[src/rtl/fetch_pkg.sv]
// Shared types and constants for the instruction fetch stage.
package fetch_pkg;

  localparam int INSTR_W = 32;
  localparam int ROM_W   = 64;
  localparam logic [31:0] PC_STEP = 32'd4;

  typedef enum logic {
    IDLE   = 1'b0,
    ACCESS = 1'b1
  } fetch_state_e;

  typedef struct packed {
    logic [31:0]        pc;
    logic [INSTR_W-1:0] instr;
  } fetch_entry_t;

endpackage

[src/rtl/fetch_buffer.sv]
// Two-entry shift FIFO holding fetched {pc, instruction} pairs; head is always slot 0.
module fetch_buffer
  import fetch_pkg::*;
(
  input  logic         clock,
  input  logic         reset,
  input  logic         push,
  input  logic         pop,
  input  logic         flush,
  input  fetch_entry_t push_entry,
  output fetch_entry_t head,
  output logic         head_valid,
  output logic [1:0]   count
);

  fetch_entry_t slot0_q, slot0_d;
  fetch_entry_t slot1_q, slot1_d;
  logic [1:0]   count_q, count_d;

  // NOTE: every always_comb output gets a default first so no path leaves it unassigned (no latch).
  always_comb begin
    slot0_d = slot0_q;
    slot1_d = slot1_q;
    count_d = count_q;
    if (flush) begin
      count_d = 2'd0;
    end else begin
      unique case ({push, pop})
        2'b10: begin
          if (count_q == 2'd0) slot0_d = push_entry;
          else                 slot1_d = push_entry;
          count_d = count_q + 2'd1;
        end
        2'b01: begin
          slot0_d = slot1_q;
          count_d = count_q - 2'd1;
        end
        2'b11: begin
          if (count_q == 2'd1) begin
            slot0_d = push_entry;
          end else begin
            slot0_d = slot1_q;
            slot1_d = push_entry;
          end
        end
        default: ;
      endcase
    end
  end

  // NOTE: the two slots are reset as well, so the head outputs read zero rather than X after reset.
  always_ff @(posedge clock) begin
    if (reset) begin
      slot0_q <= '0;
      slot1_q <= '0;
      count_q <= 2'd0;
    end else begin
      // NOTE: non-blocking assignments keep every flop updating from pre-edge values.
      slot0_q <= slot0_d;
      slot1_q <= slot1_d;
      count_q <= count_d;
    end
  end

  assign head       = slot0_q;
  assign head_valid = (count_q != 2'd0);
  assign count      = count_q;

endmodule

[src/rtl/instr_fetch_unit.sv]
// Fetch stage: drives ROM address/strobes from the PC, captures words into the fetch buffer,
// and hands {pc, instruction} to decode over valid/ready with branch redirect and wait states.
module instr_fetch_unit
  import fetch_pkg::*;
#(
  parameter logic [31:0] RESET_PC    = 32'h0000_0000,
  parameter int          WAIT_CYCLES = 0,
  parameter int          BUF_DEPTH   = 2
) (
  input  logic               clock,
  input  logic               reset,
  input  logic               enable,
  output logic [31:0]        rom_address,
  output logic               rom_chip_select,
  output logic               rom_output_enable,
  input  logic [ROM_W-1:0]   rom_data,
  output logic               instr_valid,
  input  logic               instr_ready,
  output logic [INSTR_W-1:0] instruction,
  output logic [31:0]        instr_pc,
  input  logic               redirect,
  input  logic [31:0]        redirect_pc
);

  localparam logic [3:0] WAIT_LAST = 4'(WAIT_CYCLES);

  if (WAIT_CYCLES < 0 || WAIT_CYCLES > 15 || BUF_DEPTH != 2) begin : g_param_check
    $error("instr_fetch_unit: WAIT_CYCLES must be 0..15 and BUF_DEPTH must be 2");
  end

  fetch_state_e state_q, state_d;
  logic [3:0]   wait_q, wait_d;
  logic [31:0]  pc_q, pc_d;

  logic         push, pop, flush, capture;
  logic [1:0]   count, count_after;
  fetch_entry_t head;

  assign capture     = (state_q == ACCESS) && (wait_q == WAIT_LAST);
  assign pop         = instr_valid && instr_ready;
  // Occupancy once this cycle's capture has been pushed; decides whether to keep fetching.
  assign count_after = count + 2'd1 - {1'b0, pop};

  always_comb begin
    state_d = state_q;
    wait_d  = wait_q;
    pc_d    = pc_q;
    push    = 1'b0;
    flush   = 1'b0;
    if (redirect) begin
      flush   = 1'b1;
      pc_d    = {redirect_pc[31:2], 2'b00};
      state_d = IDLE;
      wait_d  = 4'd0;
    end else begin
      unique case (state_q)
        IDLE: begin
          if (enable && count < 2'd2) begin
            state_d = ACCESS;
            wait_d  = 4'd0;
          end
        end
        ACCESS: begin
          if (capture) begin
            push    = 1'b1;
            pc_d    = pc_q + PC_STEP;
            wait_d  = 4'd0;
            state_d = (enable && count_after < 2'd2) ? ACCESS : IDLE;
          end else begin
            wait_d = wait_q + 4'd1;
          end
        end
        default: state_d = IDLE;
      endcase
    end
  end

  always_ff @(posedge clock) begin
    if (reset) begin
      state_q <= IDLE;
      wait_q  <= 4'd0;
      pc_q    <= RESET_PC;
    end else begin
      state_q <= state_d;
      wait_q  <= wait_d;
      pc_q    <= pc_d;
    end
  end

  fetch_buffer u_buf (
    .clock      (clock),
    .reset      (reset),
    .push       (push),
    .pop        (pop),
    .flush      (flush),
    .push_entry ('{pc: pc_q, instr: rom_data[INSTR_W-1:0]}),
    .head       (head),
    .head_valid (instr_valid),
    .count      (count)
  );

  assign rom_address       = pc_q;
  assign rom_chip_select   = (state_q == ACCESS);
  assign rom_output_enable = (state_q == ACCESS);
  assign instruction       = head.instr;
  assign instr_pc          = head.pc;

  logic unused_bits;
  assign unused_bits = ^{rom_data[ROM_W-1:INSTR_W], redirect_pc[1:0]};

endmodule

[config.mk]
export PLATFORM = sky130hd
export DESIGN_NAME = instr_fetch_unit
export DESIGN_NICKNAME = d
export VERILOG_FILES = /design/src/rtl/fetch_pkg.sv /design/src/rtl/fetch_buffer.sv /design/src/rtl/instr_fetch_unit.sv
export SDC_FILE = /design/constraint.sdc
export NUM_CORES = 1
export LEC_CHECK = 0
export CORE_ASPECT_RATIO = 0.8
export CORE_MARGIN = 4
export CORE_UTILIZATION = 45
export DETAILED_ROUTE_END_ITERATION = 7
export PLACE_DENSITY = 0.84
export SLEW_MARGIN = 25
export SYNTH_ARGS = -nofsm -noshare
export SYNTH_HDL_FRONTEND = slang
export SYNTH_SLANG_ARGS = --single-unit
[constraint.sdc]
create_clock -name clock -period 3.8 [get_ports clock]
set_clock_uncertainty 0.05 [all_clocks]
set_input_delay 1.14 -clock clock [delete_from_list [all_inputs] [get_ports clock]]
set_output_delay 1.14 -clock clock [all_outputs]
set_load 0.1 [all_outputs]
After elaboration in Yosys (flattened, before gate mapping)
Index checks and enable logic that the tools add are counted.
{"block": "word_totals", "inputBits": 101, "register_bits": 167}
{"block": "op_classes", "addsub": 5, "n_reduce_logical": 18, "bitwise_logic": 2, "eq_ne": 8, "order_cmp": 2, "mux": 21}
{"cell": "$mux W64", "n": 4}
{"cell": "$pmux W64 S3", "n": 1}
{"cell": "$pmux W64 S2", "n": 1}
{"cell": "$mux W32", "n": 3}
{"cell": "$add A32 B3 Y32 const B", "n": 1}
{"cell": "$reduce_bool A2 Y1", "n": 5}
{"cell": "$mux W4", "n": 2}
{"cell": "$pmux W4 S2", "n": 1}
{"cell": "$mux W1", "n": 7}
{"cell": "$ne A2 B2 Y1 const B", "n": 3}
{"cell": "$add A4 B1 Y4 const B", "n": 1}
{"cell": "$eq A2 B1 Y1 const B", "n": 2}
{"cell": "$eq A2 B2 Y1 const B", "n": 2}
{"cell": "$logic_and A1 B1 Y1", "n": 4}
{"cell": "$logic_not A4 Y1", "n": 1}
{"cell": "$lt A2 B2 Y1 const B", "n": 2}
{"cell": "$pmux W2 S2", "n": 1}
{"cell": "$reduce_and A2 Y1", "n": 2}
{"cell": "$reduce_and A4 Y1", "n": 1}
{"cell": "$reduce_or A2 Y1", "n": 2}
{"cell": "$reduce_and A3 Y1", "n": 1}
{"cell": "$reduce_bool A3 Y1", "n": 1}
{"cell": "$add A2 B1 Y2 const B", "n": 1}
{"cell": "$logic_not A2 Y1", "n": 1}
{"cell": "other kinds (5)", "n": 6}

Logic depth before layout (Yosys ltp)
{"block": "depth", "word_depth": 8, "ltp_mapped": 12, "depth_no_buf": 10}

Hierarchy
Synthesis repeated with hierarchy kept, for this count alone.
{"block": "unflattened", "hier_cells": 992, "area_unflattened_um2": 8426.8}
{"mod": "fetch_buffer", "area_each_um2": 6244.7, "seq_area_each_um2": 2602.5, "n_inst": 1, "cells_each": 711}
{"mod": "instr_fetch_unit", "area_each_um2": 2182.1, "seq_area_each_um2": 700.7, "n_inst": 1, "cells_each": 281}

Worst setup path after synthesis
No wires, ideal clock.
{"block": "synth_path", "path_kind": "input port to flip-flop", "from": "in redirect", "to": "reg u_buf.slot0_q, in the netlist u_buf.head[0]", "slack_ns": 0.295, "t_arrival_ns": 3.318, "path_stages": 10, "required_time_ns": 3.613, "setup_ns": 0.137, "path_cell_list": "buf_1 -> inv_2 -> clkbuf_1 -> nand2_1 -> inv_1 -> ha_1 -> a211oi_1 -> clkbuf_1 -> buf_1 -> a211oi_1"}
{"block": "synth_via", "elab_chain_cells": 4, "word_cells_on_any_way": 10, "classes_between": "4 x eq/ne; 3 x mux; 1 x bitwise; 2 x reduce/logical"}
{"item": "from (decl)", "line": "instr_fetch_unit.sv:21", "rtl": "input logic redirect,"}
{"item": "$mux W1", "line": "instr_fetch_unit.sv:50", "rtl": "if (redirect) begin"}
{"item": "$eq A2 B2 Y1 or $eq A2 B1 Y1 (tied branches)", "line": "fetch_buffer.sv:28", "rtl": "unique case ({push, pop})"}
{"item": "$ne A2 B1 Y1 (no line) or $reduce_bool A3 Y1 (tied branches)"}
{"item": "$reduce_and A3 Y1 (no line)"}
{"item": "to (signal assigned)", "line": "fetch_buffer.sv:59", "rtl": "slot0_q <= slot0_d;"}
{"item": "to (decl)", "line": "fetch_buffer.sv:16", "rtl": "fetch_entry_t slot0_q, slot0_d;"}
Parallel ways exist; a longest one is shown, timed or not.
A chain may end at the register's enable or synchronous reset.

Worst setup path after layout
{"block": "layout_path", "from": "in instr_ready", "to": "reg u_buf.slot0_q, in the netlist u_buf.head[21]"}
{"block": "layout_via", "elab_chain_cells": 4, "word_cells_on_any_way": 8, "classes_between": "4 x eq/ne; 1 x mux; 3 x reduce/logical"}
{"item": "from (decl)", "line": "instr_fetch_unit.sv:18", "rtl": "input logic instr_ready,"}
{"item": "$logic_and A1 B1 Y1 (*)", "line": "instr_fetch_unit.sv:40", "rtl": "assign pop = instr_valid && instr_ready;"}
{"item": "$eq A2 B2 Y1 or $eq A2 B1 Y1 (tied branches)", "line": "fetch_buffer.sv:28"}
{"item": "$ne A2 B1 Y1 (no line) or $reduce_bool A3 Y1 (tied branches)"}
{"item": "$reduce_and A3 Y1 (no line)"}
Mark *: on every way between the ends. The rest lies on a longest branch, timed or not.

==> results.md <==
- Status: complete, no violations
- Pre-CTS setup slack: 192 ps
- Cts hold-fix bufs: 0
- Worst VDD drop: 0.309 mV
- Clock root cell: clkbuf_16
- Die Height: 120 um
- Layout cell share with drive strength beyond 1: 16.3%
- Leak: between 3 and 4 nW
- Die width: 148 um
- Synth cell types: 50
- Design area: 9110 um^2
- Post-Synthesis Mean Instance Area: 8.29 um^2
- CTS tree: done
- Pwr dens: 468 nW/um^2
- N_diodes: 0
- Vias per inst: 5.54
- Initial antenna violation count: 0
- Area of the multi-input gates: 3420 um^2
- Worst skew pair latency: around 420 ps
- Post-synth top flop: dfxtp_1
- Worst-Margin Slew: 698 ps
- HP Class: reg -> reg
- Largest net degree at the start of global routing: between 100 and 150
- Final Cycle Share: 83.8%
- Initial Util: 46.4%
- Global-route wire length before repair: 31400 um
- Routed via count: 6576
- Routed WL: 19200 um
- CP endpoint kind: flop
- Crit Path Max Fanout: 104
- Area of the die: 17600 um^2
- Max Slew Vio Count: 0
- Commonest non-fill, non-tap cells in the layout: dfxtp_1, nand2_1, buf_4
- Drt drc: 0
- Worst hold start: u_buf.slot1_q[34]$_SDFFE_PP0P_
- Max transition margin: 53.1%
- DP Area: 8530 um^2
- Achievable frequency: 314 MHz
- Post-route setup slack: 617 ps
- Resize count post-CTS: 0
- Fin crit period: between 3000 and 4000 ps
- Hpwl dp: 12600 um
- RePlAce Congestion: 0.835
- Number of primary I/O pins: 200
- H-Tree Depth: 4
- Pre-antenna DRT Iters: 5
- CP Launch Type: input port
- Initial drt markers: 654
- Worst-path clk slew: 60 ps
- Vias in the first global route: around 6100
- FP Rows: 40
- Mapped Cells: approximately 850
- Filler instances: around 1400
- Register area: 3220 um^2
- Max Cap Viol: 0
- # Post-CTS Setup Buffers: 0
- Critical path data arrival time: 3440 ps
- DR WL/cell: 16.1 um
- Final setup vio count: 0
- PortBufs: about 160
- RSZ-0062 raised after global routing: false
- Number of flops mapped to enable cells by yosys: 0
- Core ar.: 15100 um^2
- Yosys reg bits: 161
- GR Overflow Total: 0
- Crit Path Class: in -> reg
- Crit path from: instr_ready
- Commonest non-fill, non-tap cell in the layout: dfxtp_1
- Asr flop ratio synth: 0%
- FF-to-FF Start: wait_q[0]$_SDFFE_PP0P_
- Clock sink total: around 160
- Num CTS Buffers: 17
- Seq/Total Area, Yosys: a little under half
- GRT Overall Usage: 21.6%
- DRT antenna net count: 0
- Total negative slack: 0 ps
- Layout area overhead: 30.0%
- WP data required: 4060 ps
- CTS max path bufs: 2
- Final net count: 1075
- Number of synthesis warnings: 0
- Cell Area, Synth: 7010 um^2
- Fin. Hold Viols: 0
-- critical path, cell delays in order --
cell             delay [ps]
clkdlybuf4s50_1         480
nor2b_1                 350
inv_1                   130
ha_1                    270
a211oi_4                290
buf_12                  360
nor2_1                   80
a211oi_1                280
-- where the power goes --
group	total (mW)	leakage (nW)	internal [mW]	switching, mW
clock	1.67	0.278	0.920	0.745
sequential	1.82	1.31	1.75	0.0695
combinational	0.784	1.64	0.214	0.570
total	4.27	3.22	2.88	1.38
-- synthesized netlist by cell type (2+ instances only) --
master / n / area [um^2]
nor2b_1: 6 / 37.5
or2_2: 2 / 12.5
a311oi_1: 14 / 123
o21ai_0: 12 / 60.1
nand4_1: 8 / 50.1
a211oi_1: 74 / 556
a22oi_1: 63 / 473
buf_1: 6 / 22.5
xnor2_1: 6 / 52.6
buf_4: 6 / 45.0
ha_1: 10 / 125
nor2_1: 89 / 334
inv_1: 15 / 56.3
nor4_1: 8 / 50.1
xor2_1: 4 / 35.0
nand3_1: 10 / 50.1
or3_1: 8 / 50.1
o211a_1: 2 / 20.0
o31ai_1: 7 / 52.6
and2_1: 2 / 12.5
or4_1: 8 / 60.1
o2111a_1: 2 / 22.5
and4_1: 6 / 52.6
nor3_1: 7 / 35.0
dfxtp_1: 161 / 3220
a2111oi_0: 2 / 17.5
and3_1: 3 / 18.8
nand2_1: 146 / 548
o211ai_1: 4 / 30.0
clkbuf_1: 64 / 240
buf_2: 3 / 15.0
a21oi_1: 69 / 345
-- per-stage QoR --
stage | hold WS (ps) | util, % | instances | power (mW)
6_report | 403 | 60.3 | 1187 | 4.27
5_1_grt | 422 | 60.3 | 1187 | 4.42
4_1_cts | 405 | 60.2 | 1187 | 4.30
3_5_place_dp | 396 | 56.4 | 1155 | 2.63
3_3_place_gp | 391 | 56.4 | 1155 | 2.63
2_1_floorplan | 386 | - | 848 | 2.42
-- final cells by class --
| class | count | area share [%] |
|---|---|---|
| inverters | 16 | 0.659 |
| well taps | 210 | 2.88 |
| clock inverters | 15 | 1.62 |
| multi-input cells | 591 | 37.6 |
| repair buffers | 177 | 17.2 |
| flip-flops and latches | 161 | 35.4 |
| clock buffers | 17 | 4.67 |
-- final timing paths --
check             slack [ps]  depth (start not counted)                             end
hold reg to reg          400                          2  u_buf.slot1_q[34]$_SDFFE_PP0P_
setup / recovery         620                          8     u_buf.head[21]$_SDFFE_PP0P_
setup reg to reg        1060                         10     u_buf.head[21]$_SDFFE_PP0P_
hold / removal           400                          2  u_buf.slot1_q[34]$_SDFFE_PP0P_
-- sequential cells by signal, indices dropped and copies added, names as in the netlist --
name and flops:
u_buf.count 2, rom_address 30, rom_chip_select 1, u_buf.slot1_q 62, u_buf.head 62, wait_q 4
-- kinds of logic (layout without fill, tap and decap cells) --
logic type      count (synthesis)  count (layout)  share of synthesized area (%)
compound gates                255             255                           24.9
fa+ha+maj                      10              10                           1.79
flops                         161             161                           46.0
other cells                     1               4                         0.0535
simple gates                  312             312                           20.3
xor+xnor                       10              10                           1.25
buf+inv                        96             225                           5.62
-- per-layer routing --
| layer | routed length (um) | vias up | share of wire (%) | GRT usage, % |
|---|---|---|---|---|
| met1 | 8890 | 3049 | 46 | 30.6 |
| li1 | - | 3285 | - | - |
| met3 | 1440 | 25 | 7.5 | 6.15 |
| met5 | 0 | - | 0 | 0 |
| met2 | 8490 | 217 | 44 | 31.5 |
| met4 | 342 | 0 | 1.8 | 7.33 |
Note: power is estimated with default switching activity, not from simulation.
